`src/rtl/ip_megarom_ascii8_pkg.sv`:
```
// Shared MSX cartridge bus constants: page bases, ROM window and the
// ASCII8 bank-register write window, plus the address-range helpers.
package ip_megarom_ascii8_pkg;

    localparam logic [15:0] PAGE0_BASE  = 16'h4000;
    localparam logic [15:0] PAGE1_BASE  = 16'h6000;
    localparam logic [15:0] PAGE2_BASE  = 16'h8000;
    localparam logic [15:0] PAGE3_BASE  = 16'hA000;

    localparam logic [15:0] ROM_LO      = PAGE0_BASE;
    localparam logic [15:0] ROM_HI      = 16'hBFFF;

    localparam logic [15:0] BANK_WIN_LO = 16'h6000;
    localparam logic [15:0] BANK_WIN_HI = 16'h7FFF;

    // True when a CPU address falls inside the banked ROM area.
    function automatic logic in_rom(input logic [15:0] a);
        return (a >= ROM_LO) && (a <= ROM_HI);
    endfunction

    // True when a CPU address falls inside the bank-register write window.
    function automatic logic in_bank_window(input logic [15:0] a);
        return (a >= BANK_WIN_LO) && (a <= BANK_WIN_HI);
    endfunction

endpackage

```
`src/rtl/ip_ascii8_bank_regs.sv`:
```
// ASCII8 bank register file and page decode. Four 8-bit bank registers,
// one per 8 KB page; the selected bank forms the upper address bits.
module ip_ascii8_bank_regs
    import ip_megarom_ascii8_pkg::*;
#(
    parameter logic [7:0] BANK_MASK = 8'hFF
)
(
    input  logic        clk,
    input  logic        reset,
    input  logic        wr,
    input  logic [4:0]  addr_hi,
    input  logic [7:0]  data,
    output logic [20:0] page_addr
);

    logic [7:0] bank [4];
    logic [1:0] page;

    // Bank register update; addr[12:11] picks the register, mask sizes the ROM
    always_ff @(posedge clk or posedge reset) begin
        if (reset) begin
            for (int i = 0; i < 4; i++) begin
                bank[i] <= 8'h00;
            end
        end else if (wr) begin
            bank[addr_hi[1:0]] <= data & BANK_MASK;
        end
    end

    // Page decode from addr[15:13]; only pages 4000h-A000h ever reach a read
    always_comb begin
        page = 2'd3;
        case (addr_hi[4:2])
            PAGE0_BASE[15:13]: page = 2'd0;
            PAGE1_BASE[15:13]: page = 2'd1;
            PAGE2_BASE[15:13]: page = 2'd2;
            PAGE3_BASE[15:13]: page = 2'd3;
            default:           page = 2'd3;
        endcase
    end

    // Low 13 bits are supplied by the caller from the CPU address
    assign page_addr = {bank[page], 13'd0};

endmodule

```
`src/rtl/ip_megarom_ascii8.sv`:
```
// ASCII8 MegaROM mapper: accepts cartridge bus requests, updates bank
// registers on writes to 6000h-7FFFh and turns reads in 4000h-BFFFh into
// ROM memory requests with a banked 21-bit address.
module ip_megarom_ascii8
    import ip_megarom_ascii8_pkg::*;
#(
    parameter logic [7:0] BANK_MASK = 8'hFF
)
(
    input  logic        clk,
    input  logic        reset,
    input  logic [15:0] bus_address,
    input  logic        bus_memory_req,
    input  logic        bus_wrt,
    input  logic [7:0]  bus_wdata,
    output logic        bus_ack,
    output logic [7:0]  bus_rdata,
    output logic        bus_rdata_en,
    output logic [20:0] mem_address,
    output logic        mem_req,
    input  logic        mem_ack,
    input  logic [7:0]  mem_rdata,
    input  logic        mem_rdata_en
);

    typedef enum logic [2:0] {
        ST_IDLE,
        ST_ACK,
        ST_MEM_REQ,
        ST_MEM_WAIT,
        ST_RESPOND
    } state_t;

    state_t      state;
    logic [15:0] addr_q;
    logic        wrt_q;
    logic        accept;
    logic        bank_wr;
    logic [4:0]  bank_addr_hi;
    logic [20:0] page_addr;

    // A request is taken only from IDLE; elsewhere the upstream keeps it held
    assign accept = (state == ST_IDLE) && bus_memory_req;

    // The bank write happens on the accepting edge, so the new value is
    // already in place during the ACK cycle; this is where bus_wdata is kept.
    assign bank_wr = accept && bus_wrt && in_bank_window(bus_address);

    // Writes decode the live bus address, reads use the latched one
    assign bank_addr_hi = (state == ST_IDLE) ? bus_address[15:11] : addr_q[15:11];

    ip_ascii8_bank_regs #(
        .BANK_MASK (BANK_MASK)
    ) u_bank_regs (
        .clk       (clk),
        .reset     (reset),
        .wr        (bank_wr),
        .addr_hi   (bank_addr_hi),
        .data      (bus_wdata),
        .page_addr (page_addr)
    );

    // Capture the accepted request; data-only, so no reset needed
    always_ff @(posedge clk) begin
        if (accept) begin
            addr_q <= bus_address;
            wrt_q  <= bus_wrt;
        end
    end

    // Handshake sequencer with registered bus and memory outputs
    always_ff @(posedge clk or posedge reset) begin
        if (reset) begin
            state        <= ST_IDLE;
            bus_ack      <= 1'b0;
            bus_rdata_en <= 1'b0;
            bus_rdata    <= 8'h00;
            mem_req      <= 1'b0;
            mem_address  <= 21'd0;
        end else begin
            bus_ack      <= 1'b0;
            bus_rdata_en <= 1'b0;
            case (state)
                ST_IDLE: begin
                    if (bus_memory_req) begin
                        bus_ack <= 1'b1;
                        state   <= ST_ACK;
                    end
                end
                ST_ACK: begin
                    // bus_memory_req is still high here and is deliberately ignored
                    if (!wrt_q && in_rom(addr_q)) begin
                        mem_req     <= 1'b1;
                        mem_address <= page_addr | {8'h00, addr_q[12:0]};
                        state       <= ST_MEM_REQ;
                    end else begin
                        state <= ST_IDLE;
                    end
                end
                ST_MEM_REQ: begin
                    if (mem_ack) begin
                        mem_req <= 1'b0;
                        if (mem_rdata_en) begin
                            bus_rdata    <= mem_rdata;
                            bus_rdata_en <= 1'b1;
                            state        <= ST_RESPOND;
                        end else begin
                            state <= ST_MEM_WAIT;
                        end
                    end
                end
                ST_MEM_WAIT: begin
                    if (mem_rdata_en) begin
                        bus_rdata    <= mem_rdata;
                        bus_rdata_en <= 1'b1;
                        state        <= ST_RESPOND;
                    end
                end
                ST_RESPOND: begin
                    state <= ST_IDLE;
                end
                default: begin
                    state <= ST_IDLE;
                end
            endcase
        end
    end

endmodule
```
`config.mk`:
```
export PLATFORM = sky130hd
export DESIGN_NAME = ip_megarom_ascii8
export DESIGN_NICKNAME = d
export VERILOG_FILES = /design/src/rtl/ip_megarom_ascii8_pkg.sv /design/src/rtl/ip_ascii8_bank_regs.sv /design/src/rtl/ip_megarom_ascii8.sv
export SDC_FILE = /design/constraint.sdc
export NUM_CORES = 1
export LEC_CHECK = 0
export BUFFER_PORTS_ARGS = -buffer_cell sky130_fd_sc_hd__buf_2
export CORE_ASPECT_RATIO = 1.4
export CORE_MARGIN = 5
export CORE_UTILIZATION = 40
export CTS_BUF_LIST = sky130_fd_sc_hd__clkbuf_4
export DETAILED_ROUTE_END_ITERATION = 10
export HOLD_SLACK_MARGIN = 0.15
export PLACE_DENSITY = 0.61
export SYNTH_ARGS = -nofsm -noshare
export SYNTH_HDL_FRONTEND = slang
export SYNTH_SLANG_ARGS = --single-unit
```
`constraint.sdc`:
```
create_clock -name clk -period 6.5 [get_ports clk]
set_clock_uncertainty 0.1 [all_clocks]
set_input_delay 1.3 -clock clk [delete_from_list [all_inputs] [get_ports clk]]
set_output_delay 1.3 -clock clk [all_outputs]
set_load 0.01 [all_outputs]
```
==> metrics.cfg <==
[outcome]
status=complete, no violations

[global_routing]
grt_use_total_pct=14.06
gr-total-overflow=0
grt_pass1_wl_um=11140
antenna_found_initial=0
grt_pass1_vias=2199
grt_start_max_net_pins=68

[worst_setup_path]
critPathMaxStageDelay_ns=0.64
worstPathArrival_ns=3.20
cp_top_family=simple AND/OR/NAND/NOR gates
path_class=input port to flip-flop
critPathBufInv=1
cp_slowest_cell=nor2b_1
critPathLaunchType=input port
crit_path_cell_trace=buf_2 > nor2b_1 > nand4_4 > nor3b_4 > mux2_2
cp.required_ns=6.71
worstSetupEndpointType=flip-flop
cp_max_fo=10

[pwr]
p_leak_nw=1.866
ir_drop_uv=160.8
powerDensity_nw_per_um2=375.5

[run]
cap_violations=0

[layout]
finalNetCount=336
postLayoutCoreUtil_pct=47.56
syn_to_final_growth_pct=17.51
diodes=0
layout-drive-gt1-share_pct=49.01
fillers=813
finalInstanceArea_um2=4046

[timing]
max_slew_margin_pct=31.29
setup_viol=0
hold_viol_final=0
rsz0062_at_grt=false
tightest_slew_ns=1.023
clock.fmax_ghz=0.3339
min_period_ns=2.995
maxSlewViolCount=0
min_period_over_period_pct=46.08
totalNegativeSetupSlack_ns=0
final.setup.worst_slack_ns=3.505

[floorplanning]
die_w_um=88.42
dieArea_um2=10590
die_y_um=119.8
start_util_pct=40.47
io_pins=70
num_rows=40
fp.coreArea_um2=8508

[clock_tree]
clk_latency_ns=0.41
hold_buffers=0
path_clk_slew_ns=0.12
ctsResizeCount=0
cts_sinks=84
cts_post_setup_buffers_inserted=0
htreeDepth=3
cts_buffers=9
cts_tree=done
clockBufferDepth=2
clockRootBuffer=clkbuf_4

[route]
ant_nets=0
wl_um=6860
post_drt_wl_per_cell_um=16.86
first_pass_iters=4
drt_iter0_markers=67
vias=2102
drc=0
avgViaCountPerCell=5.165

[synth]
synth-warning-count=0
yosys-top-cells-area=dfrtp_1, mux2_2, edfxtp_1
synthFlopType=dfrtp_1
ys_seq_elements=84
ys_types=33
syn-cell-area_um2=3443
ys_seq_area_share_pct=63.52
synth_top_area_share_pct=48.69
synth_edf_count=17
synth_cells=219
synth-async-reset-ratio_pct=79.76
yosys.area.top_type=dfrtp_1
syn_avg_cell_area_um2=15.72
synth_fp_nets=258

[placed_design]
dp_hpwl_um=4723
place_area_um2=3915
pre_cts_slack_ns=3.056
portBuffers=69
gp_congestion=0.7805

[min_path]
hold_class=flip-flop to flip-flop

## kinds of logic after synthesis
| group | count (synthesis) | synth area share, % |
|---|---|---|
| AO/OA/AOI/OAI | 19 | 4.506 |
| adder cells (fa/ha/maj) | 1 | 0.3633 |
| buffers and inverters | 9 | 1.235 |
| flip-flops | 84 | 63.52 |
| multiplexers | 63 | 20.75 |
| AND/OR/NAND/NOR | 43 | 9.630 |
## power breakdown
| part | switching [mW] | internal, mW | total (mW) | leakage (nW) |
|---|---|---|---|---|
| clock network | 0.160 | 0.127 | 0.287 | 0.0740 |
| logic | 0.236 | 0.224 | 0.460 | 0.760 |
| registers | 0.0764 | 0.696 | 0.772 | 1.03 |
## area by class of cell
class                      count  area [µm²]  share of cell area, %
clock inverter                 4       41.29                  1.020
multi-input combinational    126        1214                  29.99
tap                          105       131.4                  3.247
clock buffer                  12       90.09                  2.226
sequential                    84        2187                  54.05
timing repair buffer          72       367.9                  9.091
inverter                       4       15.01                 0.3711
## routing by layer
layer	track usage (%)	up-vias	wire length, µm
met3	3.915	8	427
li1	-	986	-
met2	22.66	54	3451
met5	0	-	0
met4	6.049	0	126
met1	17.40	1054	2854
## Yosys cell counts (2+ instances only)
master and count:
nor4b_1 9, mux2_2 53, nor2_1 3, dfrtp_1 67, inv_1 4, nand2b_1 2
edfxtp_1 17, mux2i_1 8, nor2b_1 2, nor3_1 3, nor3b_4 2, a221oi_1 8
nand2_1 11, clkbuf_1 3, o221ai_1 8, o21ai_0 2
## path summary, 6_finish.rpt
path	start	to	slack (ns)	cells past startpoint
max in group asynchronous	reset	mem_address[18]	4.73	3
worst min-delay path	addr_q[1]	mem_address[1]	0.38	1
worst min register to register	addr_q[1]	mem_address[1]	0.38	1
min in group asynchronous	reset	mem_address[7]	1.02	3
worst max register to register	state[0]	u_bank_regs.bank[15]	4.10	5
worst max-delay path	bus_address[14]	u_bank_regs.bank[15]	3.50	5
## through the flow
stage	power, mW	std cells	hold slack, ns
6_report	1.519	407	0.3774
5_1_grt	1.628	407	0.4055
4_1_cts	1.553	407	0.3906
3_5_place_dp	1.260	391	0.3650
3_3_place_gp	1.245	391	0.3596
2_1_floorplan	1.088	219	0.3553
## cell usage in the layout, fill, tap and decap left out, drive strengths merged
cell	Yosys	layout
nor3	5	5
nand3b	1	1
and3	1	1
nand3	1	1
o221ai	8	8
nor3b	4	4
ha	1	1
or3	1	1
inv	4	4
mux2i	9	9
nand2	11	11
nor4b	10	10
clkbuf	3	12
nor2b	2	2
edfxtp	17	17
a21oi	1	1
a221oi	8	8
buf	2	72
nor2	3	3
o21ai	2	2
nand2b	2	2
bufinv	0	1
clkinv	0	3
nand4	2	2
dfrtp	67	67
mux2	54	54
## registers in the layout (all words and copies together), names as in the netlist
signal / flops
bus_rdata: 8
mem_req: 1
state: 3
bus_rdata_en: 1
mem_address: 21
wrt_q: 1
u_bank_regs.bank: 32
addr_q: 16
bus_ack: 1
(Power assumes the default switching activity.)
